===== src/rtl/ring_monitor.sv =====
// Checks a one-hot ring counter for validity and rotation order, locks after a
// run of good steps, then reports phase, revolutions and corruption events.
//
// state    | meaning
// ---------+----------------------------------------------------------
// S_SEARCH | waiting for any one-hot sample to start tracking
// S_TRACK  | counting consecutive good advancing steps towards lock
// S_LOCKED | ring verified; bad samples raise error events
module ring_monitor #(
    parameter int W      = 4,
    parameter int REV_W  = 8,
    parameter int LOCK_N = 2,
    localparam int PH_W  = $clog2(W)
) (
    input  logic             clk,
    input  logic             rst,
    input  logic [W-1:0]     ring,
    input  logic             step,
    input  logic             clr,
    output logic             locked,
    output logic [PH_W-1:0]  phase,
    output logic [REV_W-1:0] rev_cnt,
    output logic             err_pulse,
    output logic             err_sticky,
    output logic [7:0]       err_cnt
);

    localparam int CNT_W = $clog2(LOCK_N + 1);

    typedef enum logic [1:0] {
        S_SEARCH,
        S_TRACK,
        S_LOCKED
    } state_t;

    state_t             state_q, state_d;
    logic [CNT_W-1:0]   cnt_q, cnt_d;
    logic [W-1:0]       prev_q, prev_d;
    logic               locked_q, locked_d;
    logic [PH_W-1:0]    phase_q, phase_d;
    logic [REV_W-1:0]   rev_cnt_q, rev_cnt_d;
    logic               err_pulse_q, err_pulse_d;
    logic               err_sticky_q, err_sticky_d;
    logic [7:0]         err_cnt_q, err_cnt_d;

    logic               onehot;
    logic [W-1:0]       rot_prev;
    logic               good_adv;
    logic               good_hold;
    logic [PH_W-1:0]    hot_idx;
    logic               err_ev;
    logic               rev_ev;
    logic [7:0]         err_base;

    always_comb begin
        onehot    = $onehot(ring);
        rot_prev  = {prev_q[0], prev_q[W-1:1]};
        good_adv  = step & onehot & (ring == rot_prev);
        good_hold = ~step & onehot & (ring == prev_q);
        hot_idx   = '0;
        for (int i = 0; i < W; i++) begin
            if (ring[i]) hot_idx = PH_W'(i);
        end
    end

    always_comb begin
        state_d = state_q;
        cnt_d   = cnt_q;
        err_ev  = 1'b0;
        rev_ev  = 1'b0;
        case (state_q)
            S_SEARCH: begin
                if (onehot) begin
                    state_d = S_TRACK;
                    cnt_d   = '0;
                end
            end
            S_TRACK: begin
                if (good_adv) begin
                    cnt_d = cnt_q + CNT_W'(1);
                    if (cnt_q == CNT_W'(LOCK_N - 1)) state_d = S_LOCKED;
                end else if (!good_hold) begin
                    state_d = S_SEARCH;
                end
            end
            S_LOCKED: begin
                if (good_adv || good_hold) begin
                    // wrap from bit 0 back to the top bit closes a revolution
                    rev_ev = good_adv & ring[W-1];
                end else begin
                    state_d = S_SEARCH;
                    err_ev  = 1'b1;
                end
            end
            default: state_d = S_SEARCH;
        endcase
    end

    // clr zeroes the counters first so a same-cycle event still lands on top
    always_comb begin
        prev_d       = ring;
        locked_d     = (state_d == S_LOCKED);
        phase_d      = locked_d ? hot_idx : '0;
        rev_cnt_d    = (clr ? '0 : rev_cnt_q) + REV_W'(rev_ev);
        err_base     = clr ? 8'd0 : err_cnt_q;
        err_cnt_d    = (err_ev && err_base != 8'hFF) ? err_base + 8'd1 : err_base;
        err_sticky_d = (err_sticky_q & ~clr) | err_ev;
        err_pulse_d  = err_ev;
    end

    always_ff @(posedge clk or negedge rst) begin
        if (!rst) begin
            state_q      <= S_SEARCH;
            cnt_q        <= '0;
            prev_q       <= '0;
            locked_q     <= 1'b0;
            phase_q      <= '0;
            rev_cnt_q    <= '0;
            err_pulse_q  <= 1'b0;
            err_sticky_q <= 1'b0;
            err_cnt_q    <= '0;
        end else begin
            state_q      <= state_d;
            cnt_q        <= cnt_d;
            prev_q       <= prev_d;
            locked_q     <= locked_d;
            phase_q      <= phase_d;
            rev_cnt_q    <= rev_cnt_d;
            err_pulse_q  <= err_pulse_d;
            err_sticky_q <= err_sticky_d;
            err_cnt_q    <= err_cnt_d;
        end
    end

    assign locked     = locked_q;
    assign phase      = phase_q;
    assign rev_cnt    = rev_cnt_q;
    assign err_pulse  = err_pulse_q;
    assign err_sticky = err_sticky_q;
    assign err_cnt    = err_cnt_q;

endmodule


===== config.mk =====
export PLATFORM = sky130hd
export DESIGN_NAME = ring_monitor
export DESIGN_NICKNAME = d
export VERILOG_FILES = /design/src/rtl/ring_monitor.sv
export SDC_FILE = /design/constraint.sdc
export NUM_CORES = 1
export LEC_CHECK = 0
export BUFFER_PORTS_ARGS = -buffer_cell sky130_fd_sc_hd__buf_2
export CAP_MARGIN = 20
export CELL_PAD_IN_SITES_DETAIL_PLACEMENT = 0
export CELL_PAD_IN_SITES_GLOBAL_PLACEMENT = 1
export CORE_AREA = 3 3 74 62
export CTS_BUF_LIST = sky130_fd_sc_hd__clkbuf_4
export DETAILED_ROUTE_END_ITERATION = 10
export DIE_AREA = 0 0 77 65
export GPL_ROUTABILITY_DRIVEN = 0
export GPL_TIMING_DRIVEN = 0
export PLACE_DENSITY_LB_ADDON = 0.1
export SYNTH_ARGS = -nofsm -noshare
export SYNTH_HDL_FRONTEND = slang
export SYNTH_SLANG_ARGS = --single-unit

===== constraint.sdc =====
create_clock -name clk -period 1.9 [get_ports clk]
set_input_delay 0 -clock clk [delete_from_list [all_inputs] [get_ports clk]]
set_output_delay 0 -clock clk [all_outputs]
set_load 0.01 [all_outputs]

* After elaboration in Yosys (flattened, before gate mapping)
Cells that the tools add are included.
Storage, ports and cells: output and inout bits 21, bits in registers 29, bits of input ports 8, word-level logic and storage cells 59
Cells by class: multiplexer cells 20, add/sub/neg operators 6, equality and inequality tests 10, bitwise gates (word level) 9, reductions and logical operators 5
Operators with widths (number):
- two-way mux 8 bit | 3
- two-way mux 2 bit | 10
- adder 8 x 1 -> 8 bit | 1
- adder 8 x 1 -> 8 bit (second input constant) | 1
- equality test 4 bit | 2
- != test 8 bit (second input constant) | 1
- bitwise AND 1 bit | 6
- one-hot mux 2 bit (3 select lines) | 1
- two-way mux 1 bit | 5
- adder 1 x 1 -> 2 bit | 2
- equality test 2 x 1 -> 1 bit (second input constant) | 2
- equality test 2 bit (second input constant) | 2
- != test 2 bit (second input constant) | 2
- one-hot mux 2 bit (2 select lines) | 1
- adder 2 x 2 -> 3 bit | 1
- equality test 3 x 1 -> 1 bit (second input constant) | 1
- AND reduction 3 bit | 1
- adder 2 x 1 -> 2 bit (second input constant) | 1
- zero test 2 bit | 1
- inverter 1 bit | 2
- nonzero test 2 bit | 1
- logical AND 1 bit | 1
- logical OR 1 bit | 1
- bitwise OR 1 bit | 1

* Logic depth before layout (Yosys ltp)
Gate-level depths: netlist of run 1.
depth in word-level cells 10, gate-level depth with buffers 14, depth with buffers taken out 14

* Least setup slack after synthesis of run 1
Ideal clock, no wire load.
kind input to register, start point input ring[0], end point register rev_cnt_q[5] (netlist: rev_cnt[5]), setup slack -701 ps, required time 1768 ps, setup time 132 ps, stages 14, data arrival time 2469 ps, cell sequence inv_1 -> fa_1 -> inv_1 -> ha_1 -> ha_1 -> nor3b_2 -> nand2_1 -> nor2_1 -> and3_2 -> ha_1 -> and3_1 -> nand3_1 -> xor2_1 -> nor2_1
On the way: cells in the longest elaborated chain, start to end 9, elaborated cells between the ends (all ways) 14, those cells by class 3 x add/sub; 3 x eq/ne; 2 x mux; 5 x bitwise; 1 x reduce/logical
Ends and longest elaborated chain:
- start, declared | line 17 | input logic [W-1:0] ring,
- adder 1 x 1 -> 2 bit (not written as such) | line 56 | onehot = $onehot(ring);
- adder 2 x 2 -> 3 bit (not written as such) | line 56
- equality test 3 x 1 -> 1 bit | line 56
- bitwise AND 1 bit, on equally long branches (2 in series) | line 58, 59
- bitwise AND 1 bit / logical OR 1 bit (equally long branches) | line 89, 87
- two-way mux 1 bit * | line 87 | if (good_adv || good_hold) begin
- two-way mux 1 bit * | line 71 | case (state_q)
- adder 8 x 1 -> 8 bit * | line 104 | rev_cnt_d = (clr ? '0 : rev_cnt_q) + REV_W'(rev_ev);
- named net rev_cnt_d[5] | line 41 | logic [REV_W-1:0] rev_cnt_q, rev_cnt_d;
- end signal, assigned | line 128 | rev_cnt_q <= rev_cnt_d;
- end, declared | line 41
Mark *: on every way through the listed nets, which the timed path passes. The rest lies on a longest branch. A chain may end at the register's enable or synchronous reset.

* Worst setup path after layout of run 1
start point input ring[0], end point register err_cnt_q[4] (netlist: err_cnt[4])
On the way: cells in the longest elaborated chain, start to end 10, elaborated cells between the ends (all ways) 14, those cells by class 2 x add/sub; 3 x eq/ne; 3 x mux; 4 x bitwise; 2 x reduce/logical
Ends and longest elaborated chain:
- adder 1 x 1 -> 2 bit (not written as such) | line 56
- adder 2 x 2 -> 3 bit (not written as such) | line 56
- equality test 3 x 1 -> 1 bit | line 56
- bitwise AND 1 bit, on equally long branches (2 in series) | line 58, 59
- logical OR 1 bit * | line 87
- two-way mux 1 bit * | line 87
- two-way mux 1 bit * | line 71
- logical AND 1 bit * | line 106 | err_cnt_d = (err_ev && err_base != 8'hFF) ? err_base + 8'd1 : err_base;
- two-way mux 8 bit * | line 106
- named net err_cnt_d[4] | line 44 | logic [7:0] err_cnt_q, err_cnt_d;
- end signal, assigned | line 131 | err_cnt_q <= err_cnt_d;
- end, declared | line 44
Marked as above.

==> run_results.csv, run 1 <==
group,metric,value,unit
status,status,"finished, violations left",
status,failed_checks,"setup timing",
cts,cts-root-buf,"clkbuf_4",
logic_synthesis,synth_top_area_share,47.2,%
logic_synthesis,synthTopCellsByArea,"dfrtp_1 47%, xor2_1 5.7%, ha_1 4.9%",
grt,grt_overflow,0,
cells_and_area,final_nets,213,
cts,clock_sinks,29,
timing,fmax,474,MHz
logic_synthesis,yosysUniqueCellTypes,38,
cells_and_area,num-fill-cells,343,
worst_hold_path,min_from,"ring[2]",
routing,drtIter0Drc,44,
power_and_ir_drop,ir_worst_vdd,0.000427,V
placed_design,dp_slack,-0.904,ns
logic_synthesis,synthTopCellsByCount,"29 x dfrtp_1, 11 x nand2_1, 11 x nor2_1, 10 x xor2_1, 9 x inv_1",
worst_hold_path,whs_endpoint,"phase[1]",
grt,antenna_found_initial,0,
grt,grt_usage,16.6,%
placed_design,dp.cells,227,
timing,tns,-2.21,ns
logic_synthesis,yosysTopAreaCell,"dfrtp_1",
critical_path,path_max_fanout,5,
timing,skew,0.00832,ns
logic_synthesis,syn-num-nets,159,
logic_synthesis,syn_avg_cell_area,10.7,µm²
timing,worst_slack,-0.211,ns
power_and_ir_drop,leakagePower,1.05,nW
routing,drc,0,
critical_path,critPathKind,"in2reg",
cells_and_area,finalNonFillerCells,254,
cts,htreeDepth,2,
logic_synthesis,ys.flop_type,"dfrtp_1",
worst_hold_path,hold_depth,2,
cts,cts_buffers,5,
timing,grt_setup_unrepaired,"true",
floorplan,die_area,5010,µm²
flow_run,drv_cap,0,
grt,grtUsageMet2,28.4,%
cts,clock_latency,0.32,ns
power_and_ir_drop,power_density,541,nW/µm²
logic_synthesis,synth_area,1540,µm²
placed_design,dp_hpwl,2430,µm
logic_synthesis,synth-edff-count,0,
timing,tightest_slew,0.675,ns
logic_synthesis,synthArstFlopShare,100,%
cells_and_area,syn_to_final_growth,41.7,%
grt,grt_pass1_wl,6430,µm
floorplan,dieHeight,65,µm
cells_and_area,post-route-util,57.0,%
timing,setup_violations,17,
logic_synthesis,ys_ff_latch,29,
cells_and_area,drive_gt1_share,40.7,%
timing,slew_headroom,55.0,%
floorplan,fp.dieW,77,µm
timing,fin_crit,2.11,ns
critical_path,r2r_cells,7,
grt,use_met3,4.03,%
placed_design,io_buffers,28,
cts,cts.path.max_buffers,2,
timing,min_period_over_period,111,%
critical_path,cp-start-kind,"input port",
grt,grt_max_degree,30,
timing,maxSlewViolCount,0,
logic_synthesis,yosys.cell_count.top_type,"dfrtp_1",
worst_hold_path,hold_class,"in2reg",
cts,path_clk_slew,0.10,ns
logic_synthesis,netlist_instances,144,
routing,drt_wl_total,3650,µm
critical_path,crit_arrival,2.32,ns
critical_path,rr_startpoint,"err_cnt[0]",
placed_design,place_area,1850,µm²
floorplan,core_area,3830,µm²
critical_path,cp-end-kind,"register",
logic_synthesis,synth-seq-area-share,47.2,%
routing,wire_per_inst,14.4,µm
cells_and_area,stdcell_area,2180,µm²
routing,firstDrtPassIters,4,
timing,hold_viol,0,
logic_synthesis,ys_warn_count,0,
critical_path,reg2reg_slack,-0.14,ns
critical_path,worstPathRequired,2.11,ns
grt,first_global_vias,1344,
cells_and_area,diodes,0,
cts,cts_tree,"built",
routing,vias_per_cell,4.89,
grt,grt-busiest-layer,"met2",
critical_path,r2r_end,"err_cnt[4]",
floorplan,rows,20,
power_and_ir_drop,power,1.18,mW
grt,use_met1,20.7,%
floorplan,io_pins,29,
routing,ant_nets,0,
routing,vias,1241,
floorplan,initial_core_util,40.2,%
timing,hold_slack,0.00618,ns
==> layout make-up <==
cell class | count | area (µm²) | area share (%)
Tap cell | 55 | 68.8 | 3.16
Clock buffer | 5 | 37.5 | 1.72
Multi-Input combinational cell | 104 | 918 | 42.1
Inverter | 9 | 43.8 | 2.01
Timing Repair Buffer | 47 | 355 | 16.3
Buffer | 2 | 18.8 | 0.861
Clock inverter | 3 | 12.5 | 0.574
Sequential cell | 29 | 726 | 33.3
==> worst max-delay path by stage <==
stage	startpoint	end	slack (ns)
3_5_place_dp	ring[0]	rev_cnt[5]	-0.90
6_report	ring[0]	err_cnt[4]	-0.21
4_1_cts	ring[0]	rev_cnt[5]	-0.24
3_3_place_gp	ring[0]	rev_cnt[7]	-0.87
5_1_grt	ring[0]	rev_cnt[5]	-0.32
2_1_floorplan	ring[0]	rev_cnt[5]	-0.46
==> cell usage in the layout, fill, tap and decap left out, types with 3 or more instances in the layout <==
cell / instances
nor2b_1: 7
nand3_1: 4
mux2_2: 3
nand2_1: 10
xor2_1: 10
a21o_1: 3
clkbuf_4: 5
inv_1: 6
ha_4: 3
buf_4: 12
nand3_2: 4
dfrtp_1: 29
dlygate4sd3_1: 5
buf_2: 25
nor2_1: 9
xnor2_1: 7
==> registers in the layout (all words and copies together), names as in the netlist <==
name	cells
rev_cnt	8
phase	2
err_cnt	8
cnt_q	2
err_sticky	1
locked	1
state_q	2
prev_q	4
err_pulse	1
==> layer usage <==
layer | wire length (µm) | part of all wire [%]
met4 | 19 | 0.52
met2 | 1730 | 48
met3 | 158 | 4.3
met1 | 1740 | 48
met5 | 0 | 0
==> worst max-delay path, stage by stage <==
cell	delay, ns
buf_12	0.08
inv_8	0.02
fa_1	0.52
inv_1	0.04
ha_2	0.17
ha_4	0.27
nor3b_4	0.04
buf_4	0.14
nor4b_4	0.13
a2bb2o_4	0.25
buf_8	0.13
nor3_4	0.20
mux2_4	0.32
==> what timing repair did <==
action                                  in CTS  in global routing
pin swaps                                    7                  2
endpoints found under the hold margin       34                  1
gates cloned                                 1                  0
endpoints found under the setup margin      25                 23
setup buffers                               12                  1
resized for setup                           23                  4
hold buffers                                 4                  1
==> kinds of logic after synthesis <==
group,after synthesis,synth area share [%]
flops,29,47.2
xor+xnor,18,10.2
fa+ha+maj,7,6.18
compound gates,13,6.99
mux,5,3.58
simple gates,61,22.7
buf+inv,11,3.17
==> report_power, final <==
group / switching, mW / internal (mW) / total, mW / leakage [nW]
clock: 0.216 / 0.134 / 0.350 / 0.0300
sequential: 0.0137 / 0.626 / 0.640 / 0.395
combinational: 0.0999 / 0.0899 / 0.190 / 0.626
total: 0.330 / 0.849 / 1.18 / 1.05
Power figures use the tool's default switching activity.
==> run 2, diff against run 1 <==
--- a/config.mk
+++ b/config.mk
@@ -5,14 +5,14 @@
 export SDC_FILE = /design/constraint.sdc
 export NUM_CORES = 1
 export LEC_CHECK = 0
-export BUFFER_PORTS_ARGS = -buffer_cell sky130_fd_sc_hd__buf_2
 export CAP_MARGIN = 20
 export CELL_PAD_IN_SITES_DETAIL_PLACEMENT = 0
 export CELL_PAD_IN_SITES_GLOBAL_PLACEMENT = 1
-export CORE_AREA = 3 3 74 62
+export CORE_AREA = 3 3 69 58
 export CTS_BUF_LIST = sky130_fd_sc_hd__clkbuf_4
 export DETAILED_ROUTE_END_ITERATION = 10
-export DIE_AREA = 0 0 77 65
+export DIE_AREA = 0 0 72 61
+export DONT_BUFFER_PORTS = 1
 export GPL_ROUTABILITY_DRIVEN = 0
 export GPL_TIMING_DRIVEN = 0
 export PLACE_DENSITY_LB_ADDON = 0.1
==> run_results.csv, run 2 (synthesis gave the netlist of run 1 again) <==
group,metric,value,unit
status,status,"finished, violations left",
status,failed_checks,"setup timing",
timing,skew,0.00907,ns
power_and_ir_drop,power,1.18,mW
grt,grt_overflow,0,
timing,hold_slack,0.0650,ns
timing,min_period_over_period,108,%
critical_path,worstPathRequired,2.17,ns
cells_and_area,syn_to_final_growth,31.5,%
cts,cts_tree,"built",
grt,antenna_found_initial,0,
grt,first_global_vias,1178,
cts,cts_buffers,5,
power_and_ir_drop,power_density,585,nW/µm²
floorplan,io_pins,29,
cells_and_area,stdcell_area,2020,µm²
grt,grt_pass1_wl,5840,µm
critical_path,path_max_fanout,7,
critical_path,cp-end-kind,"register",
power_and_ir_drop,ir_worst_vdd,0.000428,V
cts,cts.path.max_buffers,2,
floorplan,die_area,4390,µm²
cts,clock_latency,0.32,ns
grt,grt_usage,17.9,%
routing,drtIter0Drc,37,
placed_design,place_area,1690,µm²
cells_and_area,num-fill-cells,286,
timing,setup_violations,13,
routing,firstDrtPassIters,4,
placed_design,io_buffers,0,
floorplan,fp.dieW,72,µm
cells_and_area,diodes,0,
routing,vias,1133,
critical_path,critPathKind,"reg2reg",
cells_and_area,drive_gt1_share,31.2,%
placed_design,dp_hpwl,2290,µm
cts,htreeDepth,2,
timing,fmax,489,MHz
floorplan,initial_core_util,45.3,%
timing,tns,-0.956,ns
flow_run,drv_cap,0,
timing,tightest_slew,0.512,ns
grt,grt_max_degree,30,
cells_and_area,final_nets,185,
routing,drt_wl_total,3600,µm
timing,fin_crit,2.05,ns
timing,grt_setup_unrepaired,"true",
placed_design,dp.cells,186,
worst_hold_path,hold_class,"in2reg",
cts,cts-root-buf,"clkbuf_4",
critical_path,crit_arrival,2.31,ns
routing,drc,0,
cts,path_clk_slew,0.09,ns
critical_path,cp-start-kind,"register",
power_and_ir_drop,leakagePower,0.891,nW
timing,maxSlewViolCount,0,
floorplan,core_area,3400,µm²
placed_design,dp_slack,-0.722,ns
cells_and_area,finalNonFillerCells,212,
routing,vias_per_cell,5.34,
floorplan,dieHeight,61,µm
cells_and_area,layout_common_cells,"29 x dfrtp_1, 10 x xor2_1, 10 x nand2_1, 9 x nor2_1, 9 x dlygate4sd3_1",
cells_and_area,post-route-util,59.5,%
timing,slew_headroom,65.8,%
floorplan,rows,19,
routing,ant_nets,0,
cells_and_area,final_common_cell,"dfrtp_1",
timing,worst_slack,-0.146,ns
timing,hold_viol,0,
routing,wire_per_inst,17.0,µm
cts,clock_sinks,29,
## run 2: report_power, final
part | leakage, nW | internal [mW] | switching, mW
Clock | 0.0292 | 0.148 | 0.207
Sequential | 0.395 | 0.626 | 0.0149
Combinational | 0.466 | 0.0900 | 0.0980
## run 2: area by class of cell
| class | instances | area (µm²) | area share [%] |
|---|---|---|---|
| clock inverters | 1 | 3.75 | 0.186 |
| well taps | 42 | 52.6 | 2.60 |
| multi-input cells | 105 | 970 | 47.9 |
| flip-flops and latches | 29 | 726 | 35.9 |
| inverters | 9 | 41.3 | 2.04 |
| plain buffers | 1 | 3.75 | 0.186 |
| repair buffers | 19 | 181 | 8.97 |
| clock buffers | 6 | 45.0 | 2.23 |
## run 2: path summary, 6_finish.rpt
kind | start | cells after the start | to | slack, ns
worst max-delay path | err_cnt[1] | 7 | err_cnt[5] | -0.15
worst min-delay path | ring[0] | 4 | locked | 0.07
worst max register to register | err_cnt[1] | 7 | err_cnt[5] | -0.15
worst min register to register | cnt_q[1] | 1 | cnt_q[1] | 0.54
max in group asynchronous | rst | 2 | prev_q[0] | 1.62
min in group asynchronous | rst | 2 | rev_cnt[3] | 0.11
## run 2: metal layers
| layer | track usage [%] | up-vias | routed length [µm] |
|---|---|---|---|
| li1 | - | 548 | - |
| met1 | 24.2 | 553 | 1680 |
| met2 | 26.7 | 25 | 1640 |
| met3 | 5.96 | 7 | 222 |
| met4 | 7.24 | 0 | 57 |
| met5 | 0 | - | 0 |
## run 2: repair_timing
| action | in CTS | in global routing |
|---|---|---|
| gates resized for setup | 16 | 6 |
| buffers inserted | 6 | 3 |
| endpoints found under the hold margin | 39 | 0 |
| gates cloned | 1 | 0 |
| pin swaps | 8 | 3 |
| endpoints found under the setup margin | 21 | 19 |
| hold buffers | 10 | 0 |
## run 2: critical path: stages, from the launching register on
cell and delay (ns):
dfrtp_1 0.43, nor2b_1 0.19, ha_2 0.23, and3_1 0.18
and4_4 0.20, nand2b_4 0.19, or4_1 0.49, nand2_1 0.07
==> run 3, diff against run 2 <==
--- a/config.mk
+++ b/config.mk
@@ -16,6 +16,7 @@
 export GPL_ROUTABILITY_DRIVEN = 0
 export GPL_TIMING_DRIVEN = 0
 export PLACE_DENSITY_LB_ADDON = 0.1
+export RECOVER_POWER = 100
 export SYNTH_ARGS = -nofsm -noshare
 export SYNTH_HDL_FRONTEND = slang
 export SYNTH_SLANG_ARGS = --single-unit
==> run_results.csv, run 3 (synthesis gave the netlist of run 1 again) <==
group,metric,value,unit
status,status,"finished, violations left",
status,failed_checks,"capacitance limit, slew limit, setup timing",
grt,grt_usage,17.9,%
grt,grt_overflow,0,
critical_path,critPathKind,"reg2reg",
routing,vias,1132,
cts,cts_tree,"built",
critical_path,crit_path_cell_trace,"nor2b_1 > ha_2 > and3_1 > and4_4 > nand2b_4 > or4_1 > nand2_1",
cts,cts-root-buf,"clkbuf_4",
cells_and_area,num-fill-cells,289,
power_and_ir_drop,ir_worst_vdd,0.000428,V
timing,slew_headroom,-5.90,%
critical_path,timing.critical_path.buf_inv,0,
cts,htreeDepth,2,
power_and_ir_drop,switchingPower,0.320,mW
placed_design,place_area,1690,µm²
cts,cts_buffers,5,
grt,antenna_found_initial,0,
critical_path,cpLargestDelayFamily,"simple AND/OR/NAND/NOR gates",
timing,min_period_over_period,108,%
timing,grt_setup_unrepaired,"true",
timing,fmax,488,MHz
cts,path_clk_slew,0.09,ns
routing,drc,0,
floorplan,core_area,3400,µm²
cts,clock_sinks,29,
routing,firstDrtPassIters,4,
critical_path,cpMaxStageDelayCell,"or4_1",
routing,vias_per_cell,5.34,
cells_and_area,stdcell_area,2000,µm²
power_and_ir_drop,power_density,588,nW/µm²
floorplan,die_area,4390,µm²
timing,tns,-0.933,ns
routing,wire_per_inst,17.0,µm
cells_and_area,syn_to_final_growth,30.2,%
power_and_ir_drop,leakagePower,0.879,nW
floorplan,initial_core_util,45.3,%
power_and_ir_drop,p_sw_share,27.2,%
timing,tightest_slew,1.59,ns
critical_path,slowest_delay,0.49,ns
power_and_ir_drop,clkPwrFrac,30.2,%
grt,first_global_vias,1178,
timing,fin_crit,2.05,ns
timing,maxSlewViolCount,30,
grt,grt_pass1_wl,5840,µm
grt,grt_max_degree,30,
cts,clock_latency,0.32,ns
floorplan,dieHeight,61,µm
flow_run,drv_cap,1,
cells_and_area,drive_gt1_share,30.0,%
timing,skew,0.00934,ns
routing,ant_nets,0,
cts,cts.path.max_buffers,2,
power_and_ir_drop,pwr-share-seq,54.5,%
cells_and_area,final_nets,185,
timing,worst_slack,-0.147,ns
critical_path,crit_arrival,2.31,ns
timing,setup_violations,15,
power_and_ir_drop,combPwrFrac,15.3,%
cells_and_area,final_common_cell,"dfrtp_1",
critical_path,path_max_fanout,7,
critical_path,cp-start-kind,"register",
placed_design,io_buffers,0,
worst_hold_path,hold_class,"in2reg",
cells_and_area,layout_common_cells,"29 x dfrtp_1, 10 x xor2_1, 10 x nand2_1, 9 x nor2_1, 9 x dlygate4sd3_1",
timing,hold_viol,0,
critical_path,worstPathRequired,2.17,ns
power_and_ir_drop,internal_power,0.857,mW
floorplan,rows,19,
placed_design,dp_hpwl,2290,µm
cells_and_area,diodes,0,
critical_path,cp-end-kind,"register",
timing,hold_slack,0.0662,ns
routing,drt_wl_total,3610,µm
floorplan,io_pins,29,
floorplan,fp.dieW,72,µm
routing,drtIter0Drc,47,
## run 3: cell count changes in the layout (fill, tap and decap cells not counted), sizes merged
cell	before	now
clkbuf	6	8
buf	11	9
## run 3: worst paths after layout
kind | start | to | slack [ns] | depth (start not counted)
max in group asynchronous | rst | prev_q[0] | 0.36 | 2
setup / recovery | err_cnt[1] | err_cnt[5] | -0.15 | 7
hold / removal | ring[0] | locked | 0.07 | 4
setup reg to reg | err_cnt[1] | err_cnt[5] | -0.15 | 7
hold reg to reg | cnt_q[1] | cnt_q[1] | 0.54 | 1
min in group asynchronous | rst | rev_cnt[4] | 0.62 | 2
## run 3: timing repair
| action | 4_1_cts | 5_1_grt |
|---|---|---|
| gates resized for setup | 16 | 6 |
| setup endpoints to repair | 21 | 19 |
| endpoints found under the hold margin | 39 | 0 |
| setup buffers | 6 | 3 |
| cloned | 1 | 0 |
| pin swaps | 8 | 3 |
| hold buffers | 10 | 0 |
## run 3: area by class of cell
| type | count | area (µm²) | area share (%) |
|---|---|---|---|
| Buffer | 1 | 3.75 | 0.187 |
| Tap cell | 42 | 52.6 | 2.62 |
| Clock buffer | 6 | 45.0 | 2.25 |
| Clock inverter | 1 | 3.75 | 0.187 |
| Sequential cell | 29 | 726 | 36.2 |
| Inverter | 9 | 41.3 | 2.06 |
| Timing Repair Buffer | 19 | 161 | 8.06 |
| Multi-Input combinational cell | 105 | 970 | 48.4 |
## run 3: routing by layer
| layer | GRT usage (%) | up-vias | wire length (µm) |
|---|---|---|---|
| li1 | - | 548 | - |
| met1 | 24.2 | 550 | 1680 |
| met2 | 26.7 | 27 | 1660 |
| met3 | 5.96 | 7 | 213 |
| met4 | 7.24 | 0 | 57 |
| met5 | 0 | - | 0 |
## run 3: worst reg2reg max path, cell delays in order, from the launching register on
cell	delay (ns)
dfrtp_1	0.43
nor2b_1	0.19
ha_2	0.23
and3_1	0.18
and4_4	0.20
nand2b_4	0.19
or4_1	0.50
nand2_1	0.07
## run 3: stage by stage
step                power [mW]  util (%)  std cells  setup slack (ns)
finish                    1.18      58.9        212            -0.147
global route              1.23      58.9        212            -0.218
CTS                       1.20      57.7        209            -0.154
detailed placement       0.768      49.8        186            -0.722
global placement         0.762      49.8        186            -0.666
floorplan                0.743         -        144            -0.460
## run 3: power groups by stage
stage | registers [mW] | clock network (mW) | logic (mW)
2_1_floorplan | 0.648 | 0 | 0.0953
3_3_place_gp | 0.651 | 0 | 0.111
3_5_place_dp | 0.651 | 0 | 0.117
4_1_cts | 0.640 | 0.374 | 0.181
5_1_grt | 0.644 | 0.391 | 0.198
6_report | 0.641 | 0.356 | 0.180
